$ cat src/rtl/sprite_draw_sequencer_if.sv
// Queue head, sprite storage read port and frame buffer write port of the sprite draw sequencer.
// master = sequencer side, slave = queue/storage/frame-buffer side.
interface sprite_draw_sequencer_if #(
    parameter int SPRITE_ADDR_SIZE = 13,
    parameter int FB_WIDTH         = 640,
    parameter int FB_HEIGHT        = 480
);
    logic                         is_empty;
    logic [7:0]                   sprite_id;
    logic [15:0]                  sprite_x;
    logic [15:0]                  sprite_y;
    logic [7:0]                   sprite_scale;
    logic                         dequeue;
    logic                         sprite_r_en;
    logic [SPRITE_ADDR_SIZE:0]    sprite_r_addr;
    logic [3:0]                   sprite_r_data;
    logic                         fb_w_en;
    logic [$clog2(FB_WIDTH)-1:0]  fb_x;
    logic [$clog2(FB_HEIGHT)-1:0] fb_y;
    logic [3:0]                   fb_w_data;
    logic                         fb_w_ready;

    modport master (
        input  is_empty, sprite_id, sprite_x, sprite_y, sprite_scale, sprite_r_data, fb_w_ready,
        output dequeue, sprite_r_en, sprite_r_addr, fb_w_en, fb_x, fb_y, fb_w_data
    );

    modport slave (
        output is_empty, sprite_id, sprite_x, sprite_y, sprite_scale, sprite_r_data, fb_w_ready,
        input  dequeue, sprite_r_en, sprite_r_addr, fb_w_en, fb_x, fb_y, fb_w_data
    );
endinterface

$ cat src/rtl/sprite_draw_sequencer.sv
// Drains the sprite queue once per frame, rendering scaled, clipped, transparency-filtered pixels.
// Visible pixel 4 cycles, transparent 3, clipped 2; a pending write holds until fb_w_ready.
module sprite_draw_sequencer #(
    parameter int SPRITE_NUM       = 16,
    parameter int SPRITE_SIZE      = 32,
    parameter int SPRITE_ADDR_SIZE = 13,
    parameter int FB_WIDTH         = 640,
    parameter int FB_HEIGHT        = 480
) (
    input  logic                    sys_clock,
    input  logic                    reset,
    input  logic                    start,
    output logic                    busy,
    output logic                    done,
    sprite_draw_sequencer_if.master bus
);
    localparam int SW = $clog2(SPRITE_SIZE);
    localparam int DW = SW + 8;
    localparam int AW = SPRITE_ADDR_SIZE + 1;
    localparam int XW = $clog2(FB_WIDTH);
    localparam int YW = $clog2(FB_HEIGHT);

    typedef enum logic [2:0] {IDLE, FETCH, READ, WAIT, WRITE, NEXT, FINISH} state_t;

    state_t          state_q, state_d;
    logic [7:0]      id_q, id_d;
    logic [15:0]     x_q, x_d, y_q, y_d;
    logic [7:0]      scale_q, scale_d;
    logic [DW-1:0]   dx_q, dx_d, dy_q, dy_d;
    logic [7:0]      subx_q, subx_d, suby_q, suby_d;
    logic [SW-1:0]   sx_q, sx_d, sy_q, sy_d;
    logic [3:0]      col_q, col_d;
    logic [XW-1:0]   px_q, px_d;
    logic [YW-1:0]   py_q, py_d;

    logic signed [16:0] scr_x, scr_y;
    logic               on_screen;
    logic [DW-1:0]      last;
    logic [AW-1:0]      rd_addr;

    // Screen position is evaluated one bit wider than the queue coordinates so that large offsets cannot wrap.
    assign scr_x = $signed({x_q[15], x_q}) + $signed({{(17-DW){1'b0}}, dx_q});
    assign scr_y = $signed({y_q[15], y_q}) + $signed({{(17-DW){1'b0}}, dy_q});
    assign on_screen = !scr_x[16] && (scr_x[15:0] < 16'(FB_WIDTH)) &&
                       !scr_y[16] && (scr_y[15:0] < 16'(FB_HEIGHT));
    assign last    = DW'(SPRITE_SIZE) * DW'(scale_q) - DW'(1);
    assign rd_addr = AW'(id_q) * AW'(SPRITE_SIZE * SPRITE_SIZE) + AW'(sy_q) * AW'(SPRITE_SIZE) + AW'(sx_q);

    always_comb begin
        state_d  = state_q;
        id_d     = id_q;
        x_d      = x_q;
        y_d      = y_q;
        scale_d  = scale_q;
        dx_d     = dx_q;
        dy_d     = dy_q;
        subx_d   = subx_q;
        suby_d   = suby_q;
        sx_d     = sx_q;
        sy_d     = sy_q;
        col_d    = col_q;
        px_d     = px_q;
        py_d     = py_q;
        busy              = (state_q != IDLE);
        done              = 1'b0;
        bus.dequeue       = 1'b0;
        bus.sprite_r_en   = 1'b0;
        bus.sprite_r_addr = '0;
        bus.fb_w_en       = 1'b0;
        bus.fb_x          = '0;
        bus.fb_y          = '0;
        bus.fb_w_data     = '0;

        case (state_q)
            IDLE: if (start) state_d = FETCH;
            FETCH: begin
                if (bus.is_empty) begin
                    state_d = FINISH;
                end else begin
                    bus.dequeue = 1'b1;
                    id_d    = bus.sprite_id;
                    x_d     = bus.sprite_x;
                    y_d     = bus.sprite_y;
                    scale_d = (bus.sprite_scale == 8'd0) ? 8'd1 : bus.sprite_scale;
                    dx_d    = '0;
                    dy_d    = '0;
                    subx_d  = '0;
                    suby_d  = '0;
                    sx_d    = '0;
                    sy_d    = '0;
                    // Out-of-range ids are popped and discarded.
                    state_d = (int'(bus.sprite_id) < SPRITE_NUM) ? READ : FETCH;
                end
            end
            READ: begin
                px_d = scr_x[XW-1:0];
                py_d = scr_y[YW-1:0];
                if (on_screen) begin
                    bus.sprite_r_en   = 1'b1;
                    bus.sprite_r_addr = rd_addr;
                    state_d = WAIT;
                end else begin
                    state_d = NEXT;
                end
            end
            WAIT: begin
                col_d   = bus.sprite_r_data;
                state_d = (bus.sprite_r_data == 4'd0) ? NEXT : WRITE;
            end
            WRITE: begin
                bus.fb_w_en   = 1'b1;
                bus.fb_x      = px_q;
                bus.fb_y      = py_q;
                bus.fb_w_data = col_q;
                if (bus.fb_w_ready) state_d = NEXT;
            end
            NEXT: begin
                state_d = READ;
                if (dx_q == last) begin
                    if (dy_q == last) begin
                        state_d = FETCH;
                    end else begin
                        dx_d   = '0;
                        subx_d = '0;
                        sx_d   = '0;
                        dy_d   = dy_q + DW'(1);
                        if (suby_q == scale_q - 8'd1) begin
                            suby_d = '0;
                            sy_d   = sy_q + SW'(1);
                        end else begin
                            suby_d = suby_q + 8'd1;
                        end
                    end
                end else begin
                    dx_d = dx_q + DW'(1);
                    if (subx_q == scale_q - 8'd1) begin
                        subx_d = '0;
                        sx_d   = sx_q + SW'(1);
                    end else begin
                        subx_d = subx_q + 8'd1;
                    end
                end
            end
            FINISH: begin
                done    = 1'b1;
                state_d = IDLE;
            end
            default: state_d = IDLE;
        endcase
    end

    always_ff @(posedge sys_clock or posedge reset) begin
        if (reset) begin
            state_q <= IDLE;
            id_q    <= '0;
            x_q     <= '0;
            y_q     <= '0;
            scale_q <= '0;
            dx_q    <= '0;
            dy_q    <= '0;
            subx_q  <= '0;
            suby_q  <= '0;
            sx_q    <= '0;
            sy_q    <= '0;
            col_q   <= '0;
            px_q    <= '0;
            py_q    <= '0;
        end else begin
            state_q <= state_d;
            id_q    <= id_d;
            x_q     <= x_d;
            y_q     <= y_d;
            scale_q <= scale_d;
            dx_q    <= dx_d;
            dy_q    <= dy_d;
            subx_q  <= subx_d;
            suby_q  <= suby_d;
            sx_q    <= sx_d;
            sy_q    <= sy_d;
            col_q   <= col_d;
            px_q    <= px_d;
            py_q    <= py_d;
        end
    end
endmodule

$ cat src/flat_wrapper.sv
// flat-port wrapper written by rule: the top's interface ports become plain ports
module sprite_draw_sequencer_flat 
#(
    parameter int SPRITE_NUM       = 16,
    parameter int SPRITE_SIZE      = 32,
    parameter int SPRITE_ADDR_SIZE = 13,
    parameter int FB_WIDTH         = 640,
    parameter int FB_HEIGHT        = 480
)
  (sys_clock, reset, start, busy, done, bus_is_empty, bus_sprite_id, bus_sprite_x, bus_sprite_y, bus_sprite_scale, bus_sprite_r_data, bus_fb_w_ready, bus_dequeue, bus_sprite_r_en, bus_sprite_r_addr, bus_fb_w_en, bus_fb_x, bus_fb_y, bus_fb_w_data);
  sprite_draw_sequencer_if #(.SPRITE_ADDR_SIZE(SPRITE_ADDR_SIZE), .FB_WIDTH(FB_WIDTH), .FB_HEIGHT(FB_HEIGHT)) bus_i ();
  input  logic sys_clock;
  input  logic reset;
  input  logic start;
  output logic busy;
  output logic done;
  input wire logic [$bits(bus_i.is_empty)-1:0] bus_is_empty;
  input wire logic [$bits(bus_i.sprite_id)-1:0] bus_sprite_id;
  input wire logic [$bits(bus_i.sprite_x)-1:0] bus_sprite_x;
  input wire logic [$bits(bus_i.sprite_y)-1:0] bus_sprite_y;
  input wire logic [$bits(bus_i.sprite_scale)-1:0] bus_sprite_scale;
  input wire logic [$bits(bus_i.sprite_r_data)-1:0] bus_sprite_r_data;
  input wire logic [$bits(bus_i.fb_w_ready)-1:0] bus_fb_w_ready;
  output wire logic [$bits(bus_i.dequeue)-1:0] bus_dequeue;
  output wire logic [$bits(bus_i.sprite_r_en)-1:0] bus_sprite_r_en;
  output wire logic [$bits(bus_i.sprite_r_addr)-1:0] bus_sprite_r_addr;
  output wire logic [$bits(bus_i.fb_w_en)-1:0] bus_fb_w_en;
  output wire logic [$bits(bus_i.fb_x)-1:0] bus_fb_x;
  output wire logic [$bits(bus_i.fb_y)-1:0] bus_fb_y;
  output wire logic [$bits(bus_i.fb_w_data)-1:0] bus_fb_w_data;
  assign bus_i.is_empty = bus_is_empty;
  assign bus_i.sprite_id = bus_sprite_id;
  assign bus_i.sprite_x = bus_sprite_x;
  assign bus_i.sprite_y = bus_sprite_y;
  assign bus_i.sprite_scale = bus_sprite_scale;
  assign bus_i.sprite_r_data = bus_sprite_r_data;
  assign bus_i.fb_w_ready = bus_fb_w_ready;
  assign bus_dequeue = bus_i.dequeue;
  assign bus_sprite_r_en = bus_i.sprite_r_en;
  assign bus_sprite_r_addr = bus_i.sprite_r_addr;
  assign bus_fb_w_en = bus_i.fb_w_en;
  assign bus_fb_x = bus_i.fb_x;
  assign bus_fb_y = bus_i.fb_y;
  assign bus_fb_w_data = bus_i.fb_w_data;
  sprite_draw_sequencer #(.SPRITE_NUM(SPRITE_NUM), .SPRITE_SIZE(SPRITE_SIZE), .SPRITE_ADDR_SIZE(SPRITE_ADDR_SIZE), .FB_WIDTH(FB_WIDTH), .FB_HEIGHT(FB_HEIGHT)) u_core (.sys_clock(sys_clock), .reset(reset), .start(start), .busy(busy), .done(done), .bus(bus_i));
endmodule
$ cat config.mk
export PLATFORM = sky130hd
export DESIGN_NAME = sprite_draw_sequencer_flat
export DESIGN_NICKNAME = d
export VERILOG_FILES = /design/src/rtl/sprite_draw_sequencer_if.sv /design/src/rtl/sprite_draw_sequencer.sv /design/src/flat_wrapper.sv
export SDC_FILE = /design/constraint.sdc
export NUM_CORES = 1
export LEC_CHECK = 0
export CAP_MARGIN = 40
export CORE_MARGIN = 8
export CORE_UTILIZATION = 60
export CTS_BUF_LIST = sky130_fd_sc_hd__clkbuf_4 sky130_fd_sc_hd__clkbuf_8
export CTS_CLUSTER_SIZE = 25
export DETAILED_ROUTE_END_ITERATION = 16
export GPL_ROUTABILITY_DRIVEN = 0
export MAX_ROUTING_LAYER = met4
export PLACE_DENSITY_LB_ADDON = 0.3
export SYNTH_ARGS = -nofsm -noshare
export SYNTH_HDL_FRONTEND = slang
export SYNTH_SLANG_ARGS = --single-unit
$ cat constraint.sdc
create_clock -name sys_clock -period 12.59 [get_ports sys_clock]
set_clock_uncertainty 0.15 [all_clocks]
set_input_delay 1.8885 -clock sys_clock [delete_from_list [all_inputs] [get_ports sys_clock]]
set_output_delay 1.8885 -clock sys_clock [all_outputs]
set_load 0.03 [all_outputs]
# Word level (Yosys, flattened, before mapping)
# Index checks and enable logic that the tools add are counted.
[totals]
input_bits = 57
wordCells = 110
out_inout_bits = 42
register_bits = 122
[op_classes]
n_reduce_logical = 16
n_eq_ne = 18
magnitude_cmp = 3
addsub = 12
bitwise_logic = 1
muxes = 46
[op_table]
columns = ["cell", "count"]
rows = [
  ["two-way mux 13 bit", 5],
  ["two-way mux 8 bit", 8],
  ["case mux 13 bit (2 select lines)", 2],
  ["two-way mux 5 bit", 7],
  ["adder 16 x 14 -> 17 bit", 2],
  ["case mux 8 bit (2 select lines)", 2],
  ["two-way mux 14 bit", 2],
  ["adder 13 x 1 -> 13 bit (second input constant)", 2],
  ["== test 13 bit", 2],
  ["case mux 5 bit (2 select lines)", 2],
  ["case mux 3 bit (6 select lines)", 1],
  ["adder 8 x 1 -> 8 bit (second input constant)", 2],
  ["== test 8 bit", 2],
  ["< comparator 16 x 10 -> 1 bit (second input constant)", 1],
  ["< comparator 16 x 9 -> 1 bit (second input constant)", 1],
  ["two-way mux 3 bit", 5],
  ["adder 14 x 10 -> 14 bit", 1],
  ["adder 14 x 5 -> 14 bit", 1],
  ["subtractor 13 x 1 -> 13 bit (second input constant)", 1],
  ["adder 5 x 1 -> 5 bit (second input constant)", 2],
  ["two-way mux 10 bit", 1],
  ["== test 3 bit (second input constant)", 3],
  ["two-way mux 9 bit", 1],
  ["zero test 8 bit", 1],
  ["other kinds (22)", 39],
]

# Depth between registers and ports, before layout
[logic_depth]
ltp_word = 7
ltp_mapped = 14
ltp_nobuf = 11

# Least setup slack after synthesis
# OpenSTA, ideal clock, no wires.
[synth_timing]
kind = "reg2out"
startpoint = "register u_core.dy_q[7]"
endpoint = "output port bus_sprite_r_addr[10]"
path_stages_with_launch = 12
t_arrival_ps = 3435
required_time_ps = 10551
path_buffers = 2
setup_slack_ps = 7116
cell_sequence = "dfrtp_1 > ha_1 > clkbuf_1 > a21oi_1 > o21ai_0 > a221o_1 > or3_1 > a211oi_1 > nand3_1 > nor4_1 > clkbuf_1 > and2_1"
[synth_via]
elab_chain_cells = 6
word_cells_on_any_way = 7
cone_classes = "1 x add/sub; 1 x order compare; 2 x mux; 3 x reduce/logical"
[synth_rtl]
columns = ["item", "line_no", "rtl"]
rows = [
  ["start: declaration", "sprite_draw_sequencer.sv:29", "logic [DW-1:0] dx_q, dx_d, dy_q, dy_d;"],
  ["start signal: assignment", "sprite_draw_sequencer.sv:175", "dy_q <= dy_d;"],
  ["adder 16 x 14 -> 17 bit *", "sprite_draw_sequencer.sv:43", "assign scr_y = $signed({y_q[15], y_q}) + $signed({{(17-DW){1'b0}}, dy_q});"],
  ["branches (longest 2 deep; another with < comparator 16 x 9 -> 1 bit)", "-", ""],
  ["logical AND 1 bit *", "sprite_draw_sequencer.sv:45", "!scr_y[16] && (scr_y[15:0] < 16'(FB_HEIGHT));"],
  ["two-way mux 14 bit *", "sprite_draw_sequencer.sv:98", "if (on_screen) begin"],
  ["two-way mux 14 bit *", "sprite_draw_sequencer.sv:74", "case (state_q)"],
  ["end: declaration", "flat_wrapper.sv:26", "output wire logic [$bits(bus_i.sprite_r_addr)-1:0] bus_sprite_r_addr;"],
]
# Every way passes the cells marked *.

# Final worst setup path
[layout_timing]
startpoint = "register u_core.dx_q[0]"
endpoint = "output port bus_sprite_r_addr[9]"
[layout_via]
elab_chain_cells = 7
word_cells_on_any_way = 8
cone_classes = "1 x add/sub; 1 x order compare; 2 x mux; 4 x reduce/logical"
[layout_rtl]
columns = ["item", "line_no", "rtl"]
rows = [
  ["start: declaration", "sprite_draw_sequencer.sv:29", ""],
  ["start signal: assignment", "sprite_draw_sequencer.sv:159", "dx_q <= '0;"],
  ["start signal: assignment", "sprite_draw_sequencer.sv:174", "dx_q <= dx_d;"],
  ["adder 16 x 14 -> 17 bit *", "sprite_draw_sequencer.sv:42", "assign scr_x = $signed({x_q[15], x_q}) + $signed({{(17-DW){1'b0}}, dx_q});"],
  ["< comparator 16 x 10 -> 1 bit or zero test 1 bit (tied branches)", "sprite_draw_sequencer.sv:44", "assign on_screen = !scr_x[16] && (scr_x[15:0] < 16'(FB_WIDTH)) &&"],
  ["logical AND 1 bit * (2 in series)", "sprite_draw_sequencer.sv:44", ""],
  ["logical AND 1 bit *", "sprite_draw_sequencer.sv:45", ""],
  ["two-way mux 14 bit *", "sprite_draw_sequencer.sv:98", ""],
  ["two-way mux 14 bit *", "sprite_draw_sequencer.sv:74", ""],
]
# Every way passes the cells marked *; elsewhere a longest branch is shown, timed or not.

==> flow_summary.toml <==
[outcome]
status = "completed"

[cells_and_area]
stdcell_count = 1215
n_fill_cell = 1007
finalInstanceArea_sq_um = 9650
drive_gt1_share_pct = 7.03
final_nets = 1119
area_delta_synth_final_pct = 19.6
antennaDiodeCount = 0

[sta]
slew_viol_final = 0
tns_ns = 0
maxSlewHeadroom_pct = 50.5
max_freq_mhz = 159
grt_setup_unrepaired = "no"
worst_slew_pin_slew_ns = 0.737
hold_violations = 0
period_needed_ns = 6.31
finalCritPeriodShare_pct = 50.1
hold_slack_ns = 0.322
setup_viol = 0

[logic_synthesis]
yosys.area_share.xor_xnor_pct = 6.50
yosysMostFrequentCell = "nand2_1"
syn_inst = 942
synth_mux_area_share_pct = 2.76
synth_compound_area_share_pct = 17.2
synth_area_per_cell_sq_um = 8.56
yosysUniqueCellTypes = 74
synth_seq_area_share_pct = 37.8
yosys-top-cells-count = "nand2_1, dfrtp_1, o21ai_0, and2_1, nor2_1"
synth_top_family_by_area = "simple AND/OR/NAND/NOR gates"
synthFlopType = "dfrtp_1"
synth.area.top_cells = "dfrtp_1, nand2_1, ha_1, o21ai_0, xnor2_1"
synth_edf_count = 0
synth_seq_cells = 122
synthesis.area_sq_um = 8070
synthAdderAreaFrac_pct = 5.61
yosysTopAreaCell = "dfrtp_1"
ys.warnings.count = 0
synth_nets = 1034
synth_top_cell_area_share_pct = 37.8
synthSimpleGateAreaFrac_pct = 26.3
ys_async_sr_fraction_pct = 100

[grt]
grt_max_degree = 69
use_met3_pct = 5.41
grt_use_met1_pct = 31.7
grt.busiest_layer = "met2"
grt_use_met2_pct = 38.7
grt_pass1_wl_um = 35000
grt_pass1_vias = 7032
antenna_found_initial = 0
grt_usage_pct = 25.0
grt-ovfl-total = 0

[clocking]
cts_sinks = 122
cts_hold_buf = 0
post_cts_resized = 0
htree_num_levels = 4
clkLatencyLatePin_ns = 0.46
cts_root_buf = "clkbuf_8"
path_clk_slew_ns = 0.07
post-cts-setup-buffers = 0
cts_tree = "yes"
cts_buffer_depth = 2
numCtsBuffers = 17

[critical_path]
worstPathMaxFanout = 15
cpPeakStageDelay_ns = 0.67
worstSetupPathType = "reg -> out"
end_kind = "output pin"
critPathLaunchType = "flip-flop"
crit_chain = "ha_1, inv_1, fa_1, nor2b_1, o2111ai_1, a21o_1, and4_1, o31ai_1, o211ai_1, nor4_2, buf_4, and2_1, clkdlybuf4s50_1"
required_ns = 10.55
slowest_stage = "clkdlybuf4s50_1"
cp.arrival_ns = 4.27

[routing]
drt_pass1_iterations = 5
wl_per_cell_um = 17.1
drcViolationCount = 0
final_antenna_net_count = 0
dr_total_vias = 7247
wl_um = 20700
drt_iter0_markers = 638
vias_per_cell = 5.96

[floorplan]
die_x_um = 132
core_area_sq_um = 13200
start_util_pct = 61.2
die-area_sq_um = 17400
pin_count = 99
rows = 42
die_h_um = 132

[power_and_ir_drop]
power_frac_comb_pct = 47.1
clkPwrFrac_pct = 19.2
seqPwrFrac_pct = 33.7
swShare_pct = 42.2
leakagePower_nw = 4.34
power_density_nw_per_um2 = 207
power.internal_w = 0.00115
ir_drop_uv = 129
switchingPower_w = 0.000843

[min_path]
hp-class = "reg -> reg"

[placement]
placedInstanceArea_sq_um = 9220
hpwlAfterDp_um = 15100
placedCellCount = 1184
port-buffer-count = 98

[flow_run]
cap_violations = 0
==> layout make-up <==
cell class | instances | area, sq um | share of cell area, %
Clock inverter | 9 | 145 | 1.50
Sequential cell | 122 | 3050 | 31.6
Clock buffer | 22 | 284 | 2.94
Multi-Input combinational cell | 749 | 4730 | 49.0
Inverter | 26 | 100 | 1.04
Timing Repair Buffer | 111 | 1120 | 11.6
Tap cell | 176 | 220 | 2.28
==> placed cells by master (no fill, tap or decap), types with 16 or more instances in the layout <==
cell type,n
nand2_1,188
nand4_1,16
xor2_1,19
inv_1,24
dfrtp_1,122
xnor2_1,33
a21oi_1,35
clkdlybuf4s50_1,98
and2_1,42
o21ai_0,71
nand3_1,26
nor2_1,40
clkbuf_8,19
nor3_1,18
o31ai_1,17
ha_1,33
==> critical path, delay by kind of cell (launching register included) <==
family	cells	cell delay (ns)
buffers and inverters	3	1.02
AOI/OAI and AO/OA	4	1.00
and+or+nand+nor	4	0.80
adders and majority gates	2	0.59
DFF	1	0.41
==> flip-flops by register name, indices dropped and copies added (netlist names), 4 cells and up <==
| register | cells |
|---|---|
| u_core.col_q | 4 |
| u_core.y_q | 16 |
| u_core.scale_q | 8 |
| u_core.py_q | 9 |
| u_core.subx_q | 8 |
| u_core.sy_q | 5 |
| u_core.id_q | 4 |
| u_core.sx_q | 5 |
| u_core.dy_q | 13 |
| u_core.px_q | 10 |
| u_core.suby_q | 8 |
| u_core.x_q | 16 |
| u_core.dx_q | 13 |
==> logic make-up (layout without fill, tap and decap cells) <==
family | after synthesis | in the layout
buffers and inverters | 71 | 168
DFF | 122 | 122
and+or+nand+nor | 426 | 426
adders and majority gates | 35 | 35
AOI/OAI and AO/OA | 212 | 212
xor gates and xnor gates | 55 | 55
muxes | 21 | 21
==> path summary, 6_finish.rpt <==
path	start	to	slack, ns	depth (start not counted)
max	u_core.dx_q[0]	bus_sprite_r_addr[9]	6.28	13
min	u_core.px_q[1]	u_core.px_q[1]	0.32	2
max reg2reg	u_core.scale_q[0]	u_core.sx_q[0]	8.33	11
min reg2reg	u_core.px_q[1]	u_core.px_q[1]	0.32	2
max in group asynchronous	reset	u_core.dy_q[4]	9.52	4
min in group asynchronous	reset	u_core.sx_q[4]	1.70	2
==> per-layer routing <==
| metal | share of wire, % | wire (um) |
|---|---|---|
| met5 | 0 | 0 |
| met4 | 2.4 | 503 |
| met3 | 6.9 | 1430 |
| met2 | 46 | 9590 |
| met1 | 44 | 9190 |
==> metrics by stage <==
stage	setup slack (ns)	util, %	total power (W)
after floorplan	7.12	-	0.00133
after global placement	6.90	69.3	0.00156
after detailed placement	6.84	69.9	0.00161
after CTS	6.32	73.1	0.00200
after global routing	6.02	73.1	0.00214
final	6.28	73.1	0.00200
==> power by group through the flow <==
| stage | registers (W) | clock network [W] | logic, W |
|---|---|---|---|
| after CTS | 0.000670 | 0.000388 | 0.000940 |
| after global placement | 0.000671 | 0 | 0.000886 |
| after floorplan | 0.000599 | 0 | 0.000733 |
| after detailed placement | 0.000676 | 0 | 0.000931 |
| final | 0.000674 | 0.000383 | 0.000941 |
| after global routing | 0.000693 | 0.000405 | 0.00104 |
No activity file was read; power rests on OpenSTA's default activity.
